===== config.mk =====
export PLATFORM = sky130hd
export DESIGN_NAME = object_state_drawer_flat
export DESIGN_NICKNAME = d
export VERILOG_FILES = /design/src/rtl/object_state_drawer_if.sv /design/src/rtl/object_state_drawer.sv /design/src/flat_wrapper.sv
export SDC_FILE = /design/constraint.sdc
export NUM_CORES = 1
export LEC_CHECK = 0
export ABC_CLOCK_PERIOD_IN_PS = 3360
export CAP_MARGIN = 5
export CORE_MARGIN = 10
export CORE_UTILIZATION = 52
export CTS_BUF_LIST = sky130_fd_sc_hd__clkbuf_16
export DETAILED_ROUTE_END_ITERATION = 7
export GPL_TIMING_DRIVEN = 0
export PLACE_DENSITY = 0.87
export SLEW_MARGIN = 20
export SYNTH_ARGS = -nofsm -noshare
export SYNTH_HDL_FRONTEND = slang
export SYNTH_SLANG_ARGS = --single-unit

===== constraint.sdc =====
create_clock -name clk -period 3.36 [get_ports clk]
set_input_delay 0.336 -clock clk [delete_from_list [all_inputs] [get_ports clk]]
set_output_delay 0.336 -clock clk [all_outputs]
set_load 0.05 [all_outputs]

===== src/rtl/object_state_drawer_if.sv =====
// rtl/object_state_drawer_if.sv - object record, scan pixel and draw result signals of object_state_drawer
interface object_state_drawer_if;
    logic              frame_start;
    logic [0:4][0:10]  object_state;
    logic [10:0]       pixelX;
    logic [10:0]       pixelY;
    logic              pixel_valid;
    logic              blink;
    logic              drawing_request;
    logic [10:0]       offsetX;
    logic [10:0]       offsetY;
    logic [10:0]       img_id;

    modport master (
        output frame_start, object_state, pixelX, pixelY, pixel_valid, blink,
        input  drawing_request, offsetX, offsetY, img_id
    );

    modport slave (
        input  frame_start, object_state, pixelX, pixelY, pixel_valid, blink,
        output drawing_request, offsetX, offsetY, img_id
    );
endinterface


===== src/rtl/object_state_drawer.sv =====
// rtl/object_state_drawer.sv - per-frame object record latch and 2-stage pixel hit test (optional blink: OBJECT_DRAWER_BLINK_EN)
module object_state_drawer #(
    parameter int SCREEN_W     = 640,
    parameter int SCREEN_H     = 480,
    parameter int BLINK_FRAMES = 8
) (
    input  logic               clk,
    input  logic               resetN,
    object_state_drawer_if.slave bus
);
    localparam logic [11:0] SCREEN_W12 = 12'(SCREEN_W);
    localparam logic [11:0] SCREEN_H12 = 12'(SCREEN_H);

    logic        fs_d_q;
    logic [10:0] img_q, x_q, y_q, w_q, h_q;

    logic        hit_d, hit_q;
    logic [10:0] dx_d, dy_d, dx_q, dy_q;

    logic        draw_ok;
    logic        suppress;
    logic        dr_q;
    logic [10:0] ox_q, oy_q;

    // The producer updates object_state on the frame_start edge, so capture one cycle later.
    always_ff @(posedge clk or negedge resetN) begin
        if (!resetN) begin
            fs_d_q <= 1'b0;
            img_q  <= '0;
            x_q    <= '0;
            y_q    <= '0;
            w_q    <= '0;
            h_q    <= '0;
        end else begin
            fs_d_q <= bus.frame_start;
            if (fs_d_q) begin
                img_q <= bus.object_state[0];
                x_q   <= bus.object_state[1];
                y_q   <= bus.object_state[2];
                w_q   <= bus.object_state[3];
                h_q   <= bus.object_state[4];
            end
        end
    end

    logic [11:0] px12, py12, x12, y12, x_end, y_end;

    // 12-bit sums keep an object hanging past the screen edge from wrapping to column/row 0.
    always_comb begin
        px12  = {1'b0, bus.pixelX};
        py12  = {1'b0, bus.pixelY};
        x12   = {1'b0, x_q};
        y12   = {1'b0, y_q};
        x_end = x12 + {1'b0, w_q};
        y_end = y12 + {1'b0, h_q};
        hit_d = bus.pixel_valid
              && (px12 >= x12) && (px12 < x_end)
              && (py12 >= y12) && (py12 < y_end)
              && (px12 < SCREEN_W12) && (py12 < SCREEN_H12);
        dx_d  = bus.pixelX - x_q;
        dy_d  = bus.pixelY - y_q;
    end

`ifdef OBJECT_DRAWER_BLINK_EN
    localparam int CNT_W = (2 * BLINK_FRAMES > 1) ? $clog2(2 * BLINK_FRAMES) : 1;
    localparam logic [CNT_W-1:0] CNT_LAST = CNT_W'(2 * BLINK_FRAMES - 1);
    localparam logic [CNT_W-1:0] CNT_HALF = CNT_W'(BLINK_FRAMES);

    logic [CNT_W-1:0] blink_cnt_q;

    always_ff @(posedge clk or negedge resetN) begin
        if (!resetN) begin
            blink_cnt_q <= '0;
        end else if (!bus.blink) begin
            blink_cnt_q <= '0;
        end else if (fs_d_q) begin
            blink_cnt_q <= (blink_cnt_q == CNT_LAST) ? '0 : blink_cnt_q + 1'b1;
        end
    end

    assign suppress = bus.blink && (blink_cnt_q >= CNT_HALF);
`else
    logic unused_blink;
    assign unused_blink = bus.blink & (BLINK_FRAMES > 0);
    assign suppress     = 1'b0;
`endif

    assign draw_ok = hit_q && !suppress;

    // Stage 1 holds the result of the record in force when the pixel arrived, so a capture never disturbs it.
    always_ff @(posedge clk or negedge resetN) begin
        if (!resetN) begin
            hit_q <= 1'b0;
            dx_q  <= '0;
            dy_q  <= '0;
            dr_q  <= 1'b0;
            ox_q  <= '0;
            oy_q  <= '0;
        end else begin
            hit_q <= hit_d;
            dx_q  <= dx_d;
            dy_q  <= dy_d;
            dr_q  <= draw_ok;
            ox_q  <= draw_ok ? dx_q : 11'd0;
            oy_q  <= draw_ok ? dy_q : 11'd0;
        end
    end

    assign bus.drawing_request = dr_q;
    assign bus.offsetX         = ox_q;
    assign bus.offsetY         = oy_q;
    assign bus.img_id          = img_q;
endmodule


===== src/flat_wrapper.sv =====
// flat-port wrapper written by rule: the top's interface ports become plain ports
module object_state_drawer_flat 
#(
    parameter int SCREEN_W     = 640,
    parameter int SCREEN_H     = 480,
    parameter int BLINK_FRAMES = 8
)
  (clk, resetN, bus_frame_start, bus_object_state, bus_pixelX, bus_pixelY, bus_pixel_valid, bus_blink, bus_drawing_request, bus_offsetX, bus_offsetY, bus_img_id);
  object_state_drawer_if bus_i ();
  input  logic clk;
  input  logic resetN;
  input wire logic [$bits(bus_i.frame_start)-1:0] bus_frame_start;
  input wire logic [$bits(bus_i.object_state)-1:0] bus_object_state;
  input wire logic [$bits(bus_i.pixelX)-1:0] bus_pixelX;
  input wire logic [$bits(bus_i.pixelY)-1:0] bus_pixelY;
  input wire logic [$bits(bus_i.pixel_valid)-1:0] bus_pixel_valid;
  input wire logic [$bits(bus_i.blink)-1:0] bus_blink;
  output wire logic [$bits(bus_i.drawing_request)-1:0] bus_drawing_request;
  output wire logic [$bits(bus_i.offsetX)-1:0] bus_offsetX;
  output wire logic [$bits(bus_i.offsetY)-1:0] bus_offsetY;
  output wire logic [$bits(bus_i.img_id)-1:0] bus_img_id;
  assign bus_i.frame_start = bus_frame_start;
  assign bus_i.object_state = bus_object_state;
  assign bus_i.pixelX = bus_pixelX;
  assign bus_i.pixelY = bus_pixelY;
  assign bus_i.pixel_valid = bus_pixel_valid;
  assign bus_i.blink = bus_blink;
  assign bus_drawing_request = bus_i.drawing_request;
  assign bus_offsetX = bus_i.offsetX;
  assign bus_offsetY = bus_i.offsetY;
  assign bus_img_id = bus_i.img_id;
  object_state_drawer #(.SCREEN_W(SCREEN_W), .SCREEN_H(SCREEN_H), .BLINK_FRAMES(BLINK_FRAMES)) u_core (.clk(clk), .resetN(resetN), .bus(bus_i));
endmodule

==> impl_results.md <==
- Status: finished clean
- Vias: around 4400
- Vias in the first global route: between 4000 and 5000
- Max FO, Critical Path: 3
- CTS root buf: clkbuf_16
- Leading area contributor after synthesis: dfrtp_1
- Distinct cells, synth: 48
- Synth async-reset ratio: 1.00
- Syn. warnings: 0
- VDD IR max: ~380 uV
- TNS Setup: 0 ps
- Post-route ant nets: 0
- Final WL: 13200 microns
- PD cells: 495 nW/um^2
- Grt total ovfl: 0
- Pin count of the biggest net entering global routing: 54
- Startpoint class of the critical path: flop
- Final setup skew: 8.74 ps
- Drt pass-1 iters: 4
- Pre-CTS setup slack: about 18 ps
- CTS Buffer Depth: 2
- CTS H-Tree Depth: 3
- Via-to-Cell Ratio: approximately 5.3
- Placed cell count: 799
- Synthesized area per cell: 10.6 sq um
- WHS Endpoint: u_core.bus.drawing_request$_DFF_PN0_
- Reg2reg start: u_core.x_q[0]$_DFFE_PN0P_
- First-pass GRT wire length: around 22000 microns
- Critical path data arrival time: 3360 ps
- RSZ-0062 raised after global routing: false
- CTS tree: built
- Leak pwr: 3.37 nW
- Share of cells above drive strength 1: 0.0945
- Fmax: 318 MHz
- Slowest library cell on the worst path: dfrtp_1
- Clk Latency, worst-skew pair: 340 ps
- Fin crit share: 0.936
- Hold path cells: 0
- Placed cell areas: 7090 sq um
- Die area: 15700 sq um
- Design area: 7480 sq um
- Top-Level Pins: 116
- Worst Reg-to-Reg Cells: 12
- Die width: 125 microns
- CTS sink count: about 100
- Nets@finish: 822
- Slew @ Worst Pin: between 500 and 600 ps
- Slew Viols, Final: 0
- Starting DRT DRC Count: roughly 200
- R2R setup slack: 210 ps
- Commonest cells in the netlist: dfrtp_1, ha_1, inv_1
- Most frequent cell after synthesis: dfrtp_1
- Critical Path RT: ~3600 ps
- Initial antenna violation count: 0
- Antenna diodes: 0
- Final hold violation count: 0
- Rows: 38
- CP Capture Type: flop
- Post-Syn Area: 5750 sq um
- Sequential area share after synthesis: 0.444
- Relative slew slack: 0.619
- Final core occ: 0.690
- Core Region: 10800 sq um
- Final WS setup: 214 ps
- Worst path max stage delay: 430 ps
- Post-route DRC violation count: 0
- I/O Buffers: 114
- Synth Flop Type: dfrtp_1
- Setup violators final: 0
- Area Growth Syn to Fin: 30.1%
- Crit path kind: flop to flop
- CTS Buf Count: 9
- Final min period: 3150 ps
- Hold path startpoint: u_core.draw_ok$_DFF_PN0_
- Max Cap Viol: 0
- Layout Cells excl Fill: approximately 820
- Dpl hpwl: between 10000 and 15000 microns
- GP Congestion: 0.858
- Post-synth top area share: 0.444
- Hold WC Path Type: flop to flop
- Critical path, cell by cell: ha_1 -> fa_2 -> a21oi_2 -> o21ai_2 -> a2111oi_4 -> o31ai_1 -> a21oi_1 -> xor2_1 -> ha_1 -> a21oi_1 -> o21ai_0 -> a221oi_1
- Worst reg2reg path endpoint: u_core.draw_ok$_DFF_PN0_
- Post-synth net total: 694
- Initial Util: 0.530
- Number of synthesized flops with an enable pin: 0
- Total GRT Usage: 0.167
- Mapped Cells: 544
- Die height: 125 microns
- Synth Register Bits: roughly 100
- Wire per inst: 16.1 microns
- Top cells by area, synth: dfrtp_1, ha_1, mux2_2, xnor2_1, o21ai_0
- Clock slew at reported path FFs: 70 ps
-- where the power goes --
part | leakage, nW | internal, W | switching (W)
clock | 0.168 | 0.000730 | 0.000448
sequential | 1.25 | 0.00136 | 0.0000600
combinational | 1.95 | 0.000519 | 0.000579
total | 3.37 | 0.00261 | 0.00109
-- state kept, by name, summed over array words and instances (netlist names) --
name	cells
u_core.dy_q	11
u_core.bus.offsetY	11
u_core.bus.img_id	11
u_core.draw_ok	1
u_core.bus.offsetX	11
u_core.fs_d_q	1
u_core.x_q	11
u_core.dx_q	11
u_core.y_q	11
u_core.bus.drawing_request	1
u_core.h_q	11
u_core.w_q	11
-- area by class of cell --
cell class / count / area (sq um)
Fill cell: 840 / 3360
Multi-Input combinational cell: 387 / 3010
Sequential cell: 102 / 2550
Timing Repair Buffer: 117 / 1190
Clock buffer: 9 / 225
Tap cell: 140 / 175
Inverter: 44 / 165
Clock inverter: 7 / 119
Buffer: 11 / 41.3
-- stage by stage --
| step | hold WS (ps) | power (W) |
|---|---|---|
| after floorplan | 40.4 | 0.00218 |
| after global placement | 423 | 0.00246 |
| after detailed placement | 315 | 0.00252 |
| after CTS | 437 | 0.00371 |
| after global routing | 442 | 0.00393 |
| final | 430 | 0.00370 |
-- cell usage in the layout (no fill, tap or decap), types with 6 or more instances in the layout --
cell type,count
a21o_1,9
o21ai_0,35
inv_1,45
xnor2_1,21
dfrtp_1,102
nor2b_1,8
nor3_1,11
mux2_2,34
clkbuf_1,8
and2_1,22
nand4_1,6
nand2_1,36
a21oi_1,27
clkbuf_16,9
xor2_1,8
o21ai_1,11
ha_1,64
nand2b_1,10
o21a_1,7
clkdlybuf4s50_1,113
nor2_1,17
-- metal layers --
layer  vias to the layer above  routed length [microns]  global-route usage  share of wire
met3                        12                      734              0.0490          0.056
met5                         -                        0                   0              0
met4                         0                      142              0.0420          0.011
met1                      2080                     5710               0.198           0.43
met2                       105                     6570               0.288           0.50
li1                       2169                        -                   -              -
-- what timing repair did --
item                       in CTS  in global routing
hold buffers                    1                  0
gates resized for setup         0                  5
buffers inserted                0                  1
setup endpoints to repair       1                  1
pin swaps                       1                  5
hold endpoints to repair       52                  0
-- worst max-delay path by stage --
| stage | startpoint | endpoint | slack, ps | cells past startpoint |
|---|---|---|---|---|
| 5_1_grt | u_core.y_q[0]$_DFFE_PN0P_ | u_core.draw_ok$_DFF_PN0_ | 5 | 15 |
| 4_1_cts | u_core.y_q[0]$_DFFE_PN0P_ | u_core.draw_ok$_DFF_PN0_ | 20 | 15 |
| 3_5_place_dp | u_core.y_q[0]$_DFFE_PN0P_ | u_core.draw_ok$_DFF_PN0_ | 20 | 15 |
| 6_report | u_core.x_q[0]$_DFFE_PN0P_ | u_core.draw_ok$_DFF_PN0_ | 210 | 12 |
| 3_3_place_gp | resetN | u_core.x_q[3]$_DFFE_PN0P_ | -1550 | 1 |
| 2_1_floorplan | u_core.x_q[0]$_DFFE_PN0P_ | u_core.draw_ok$_DFF_PN0_ | 550 | 12 |
-- critical path: cells and delay by family (launching register included) --
kind | cells | cell delay (ps)
AOI/OAI and AO/OA | 8 | 1520
adders and majority gates | 3 | 880
DFF | 1 | 430
xor gates and xnor gates | 1 | 160
-- kinds of logic (layout without fill, tap and decap cells) --
group | count (synthesis) | after routing | share of synthesized area
xor gates and xnor gates | 29 | 29 | 0.0442
AOI/OAI and AO/OA | 125 | 125 | 0.136
and+or+nand+nor | 129 | 129 | 0.116
muxes | 36 | 36 | 0.0701
buffers and inverters | 55 | 188 | 0.0359
adders and majority gates | 68 | 68 | 0.153
DFF | 102 | 102 | 0.444
Power figures use the tool's default switching activity.
==> RTL edit 1 (config.mk and constraints unchanged) <==
The option `OBJECT_DRAWER_BLINK_EN` is turned on by a define.
--- a/src/rtl/object_state_drawer.sv
+++ b/src/rtl/object_state_drawer.sv
@@ -1,4 +1,6 @@
 // rtl/object_state_drawer.sv - per-frame object record latch and 2-stage pixel hit test (optional blink: OBJECT_DRAWER_BLINK_EN)
+`define OBJECT_DRAWER_BLINK_EN
+
 module object_state_drawer #(
     parameter int SCREEN_W     = 640,
     parameter int SCREEN_H     = 480,
Check against the original RTL: no difference found for any inputs over 4 cycles, from zero or initial values and one cycle with resetN low; that may be too few to reach the edited logic, so the function may still have changed.
==> RTL edit 1 against the original RTL <==
- the run now ends with setup timing left
- critical path depth up 2
- via count up 5.3%
- synthesized area up 2.7%
- total power up 0.13%
- sequential power up 4%
- die area up 2.3%
- design area up 2.3%
- wire length up 13%
- setup slack worse by 0.22 ns
- sequential cell count up 4
- cell count up 1.2%
- hold slack worse by 0.0011 ns
- clock skew up 0.0039 ns
- critical endpoint is now u_core.hit_q$_DFF_PN0_
==> RTL edit 1: results (changes against the original RTL) <==
post-synth cell types=55 (was 48); sw frac=31.4% (was 29.4%); DP Wirelength=11,700 microns (was 10,900 microns); top cells by count, synth=dfrtp_1, ha_1, inv_1, nand2_1, o21ai_0 (unchanged); delay of the slowest critical-path stage=0.39 ns (was 0.43 ns); total negative setup slack=-0.00932 ns (was 0 ns); Placed Cells=804 (was 799); # Post-CTS Setup Buffers=6 (was 0); post-synth net total=700 (was 694); Synth area leaders=dfrtp_1, ha_1, mux2_2 (unchanged); IO buf count=115 (was 114); register area share after synthesis=44.9% (was 44.4%); Tot GR Track Use=18.1% (was 16.7%); first-pass GRT wire length=23,800 microns (was 21,700 microns); Seq pwr share=39.7% (was 38.5%); largest net degree at the start of global routing=76 (was 54); proportion of layout cells with a drive suffix above 1=11.1% (was 9.45%); vias in the first global route=4,854 (was 4,441); DP Worst Slack=-0.0948 ns (was 0.0175 ns); failing checks=setup timing; DRT iter0 DRCs=249 (was 195); vias per cell=5.56 (was 5.34); PnR worst setup slack=-0.00932 ns (was 0.214 ns); Placed Area=7260 sq um (was 7090 sq um); Fill cells=839 (was 840); Logic pwr share=31.7% (was 29.7%); Least-Margin Pin Slew=0.796 ns (was 0.571 ns); setup violators final=1 (was 0); Worst VDD drop=0.237 mV (was 0.382 mV); status=complete, but fails checks (was finished clean); Total Wirelength=14,800 microns (was 13,200 microns)
## RTL edit 1: cells by family (layout without fill, tap and decap cells)
logic type,count (synthesis),after routing,synth area share (%)
XOR/XNOR,31,31,4.60
adder cells (fa/ha/maj),70,70,15.3
AND/OR/NAND/NOR,136,136,12.1
AO/OA/AOI/OAI,117,117,12.9
multiplexers,36,36,6.82
flip-flops,106,106,44.9
buffers and inverters,52,191,3.33
## RTL edit 1: cell type report
type / instances / area (sq um) / share of cell area, %
well taps: 140 / 175 / 2.29
clock buffers: 9 / 225 / 2.94
clock inverters: 6 / 66.3 / 0.867
flip-flops and latches: 106 / 2650 / 34.7
repair buffers: 124 / 1240 / 16.2
multi-input cells: 390 / 3090 / 40.4
plain buffers: 11 / 42.5 / 0.556
inverters: 41 / 154 / 2.01
## RTL edit 1: routing by layer
layer / up-vias / global-route usage (%) / share of wire (%)
met3: 27 / 2.83 / 5.7
met5: - / 0 / 0
met2: 142 / 30.9 / 50
met1: 2216 / 21.9 / 41
met4: 0 / 8.10 / 2.5
li1: 2213 / - / -
## RTL edit 1: final timing paths
path	start	depth (start not counted)	endpoint	slack [ns]
worst min register to register	u_core.dy_q[1]$_DFF_PN0_	1	u_core.bus.offsetY[1]$_DFF_PN0_	0.45
max in group asynchronous	resetN	3	u_core.hit_q$_DFF_PN0_	2.26
worst max-delay path	u_core.w_q[0]$_DFFE_PN0P_	14	u_core.hit_q$_DFF_PN0_	-0.009
worst min-delay path	resetN	2	u_core.w_q[4]$_DFFE_PN0P_	0.43
min in group clk	bus_frame_start	1	u_core.fs_d_q$_DFF_PN0_	0.43
worst max register to register	u_core.w_q[0]$_DFFE_PN0P_	14	u_core.hit_q$_DFF_PN0_	-0.009
==> RTL edit 2 (same settings) <==
Without the edit above. `dy_q` no longer has a reset.
--- a/src/rtl/object_state_drawer.sv
+++ b/src/rtl/object_state_drawer.sv
@@ -92,18 +92,20 @@
         if (!resetN) begin
             hit_q <= 1'b0;
             dx_q  <= '0;
-            dy_q  <= '0;
             dr_q  <= 1'b0;
             ox_q  <= '0;
             oy_q  <= '0;
         end else begin
             hit_q <= hit_d;
             dx_q  <= dx_d;
-            dy_q  <= dy_d;
             dr_q  <= draw_ok;
             ox_q  <= draw_ok ? dx_q : 11'd0;
             oy_q  <= draw_ok ? dy_q : 11'd0;
         end
+    end
+
+    always_ff @(posedge clk) begin
+        dy_q <= dy_d;
     end
 
     assign bus.drawing_request = dr_q;
Formal check against the unedited RTL: same outputs for any inputs over 4 cycles, from zero or initial values and one cycle with resetN low; that may be too few to reach the edited logic, so the function may still have changed.
==> RTL edit 2 against the original RTL <==
- sequential power barely moved
- setup slack got worse by 0.019 ns
- highest routed layer unchanged
- wire length rose by 1.2%
- design area fell by 1.4%
- cell count rose by 0.12%
- sequential cell count did not move
- critical path type unchanged
- total power fell by 4.9%
- synthesized area fell by 0.96%
==> RTL edit 2: results (changes against the original RTL) <==
met1 Usage GRT=19.8% (about the same); Final Cell Area=7370 sq um (was 7480 sq um); DRT iter0 DRCs=253 (was 195); Tot GR Track Use=17.3% (was 16.7%); RePlAce Congestion=0.859 (was 0.858); DP Wirelength=10,800 microns (was 10,900 microns); proportion of layout cells with a drive suffix above 1=9.44% (was 9.45%); via count=4,372 (was 4,366); crit share post-route=94.2% (was 93.6%); Final #Nets=823 (was 822); GR Util met2=29.7% (was 28.8%); Max Clock Skew=0.0113 ns (was 0.00874 ns); min-delay src=u_core.draw_ok$_DFF_PN0_ (unchanged); WP data arrival=3.38 ns (was 3.36 ns); Synth area leaders=dfrtp_1, ha_1, mux2_2 (unchanged); first-pass GRT wire length=22,400 microns (was 21,700 microns); top cells by count, synth=dfrtp_1, ha_1, inv_1, nand2_1, o21ai_0 (unchanged); DP Worst Slack=0.120 ns (was 0.0175 ns); status=finished clean (unchanged); Least-Margin Pin Slew=0.568 ns (was 0.571 ns); met1 wire length=5500 microns (was 5710 microns); Clock power frac=28.0% (was 31.9%); leakage=3.31 nW (was 3.37 nW); met2 WL=6740 microns (was 6570 microns); Placed Area=7030 sq um (was 7090 sq um); largest net degree at the start of global routing=56 (was 54); Logic pwr share=31.6% (was 29.7%); Synth Instances=544 (unchanged); DR top layer=met4 (unchanged); R2R Setup Slk=0.20 ns (was 0.21 ns); register area share after synthesis=43.9% (was 44.4%); met3 Use GR=4.77% (was 4.90%); P_int=2.45 mW (was 2.61 mW); clock buffer depth=2 (unchanged); Worst VDD drop=0.320 mV (was 0.382 mV); Core Region=10,800 sq um (about the same); post-synth cell types=49 (was 48); Fill cells=816 (was 840); met3 WL post-DR=860 microns (was 734 microns); FFs w/ async S/R, synth=89.2% (was 100%)
==> RTL edit 2: changes by cell type after synthesis, sizes merged <==
cell / before / now
dfxtp: 0 / 11
dfrtp: 102 / 91
==> RTL edit 2: logic make-up after synthesis <==
kind of cell | share of synthesized area, %
xor gates and xnor gates | 4.46
buffers and inverters | 3.63
AOI/OAI and AO/OA | 13.7
and+or+nand+nor | 11.8
muxes | 7.08
DFF | 43.9
adders and majority gates | 15.5
==> RTL edit 2: layout make-up <==
class | instances | area share, %
multi-input cells | 387 | 40.9
flip-flops and latches | 102 | 33.9
repair buffers | 118 | 16.2
clock buffers | 9 | 3.06
well taps | 140 | 2.38
inverters | 44 | 2.24
clock inverters | 7 | 0.781
plain buffers | 11 | 0.560
==> RTL edit 2: timing repair <==
action	in CTS	in global routing
hold buffers	1	0
setup endpoints to repair	0	1
buffers inserted	0	2
hold endpoints to repair	36	0
gates resized for setup	0	7
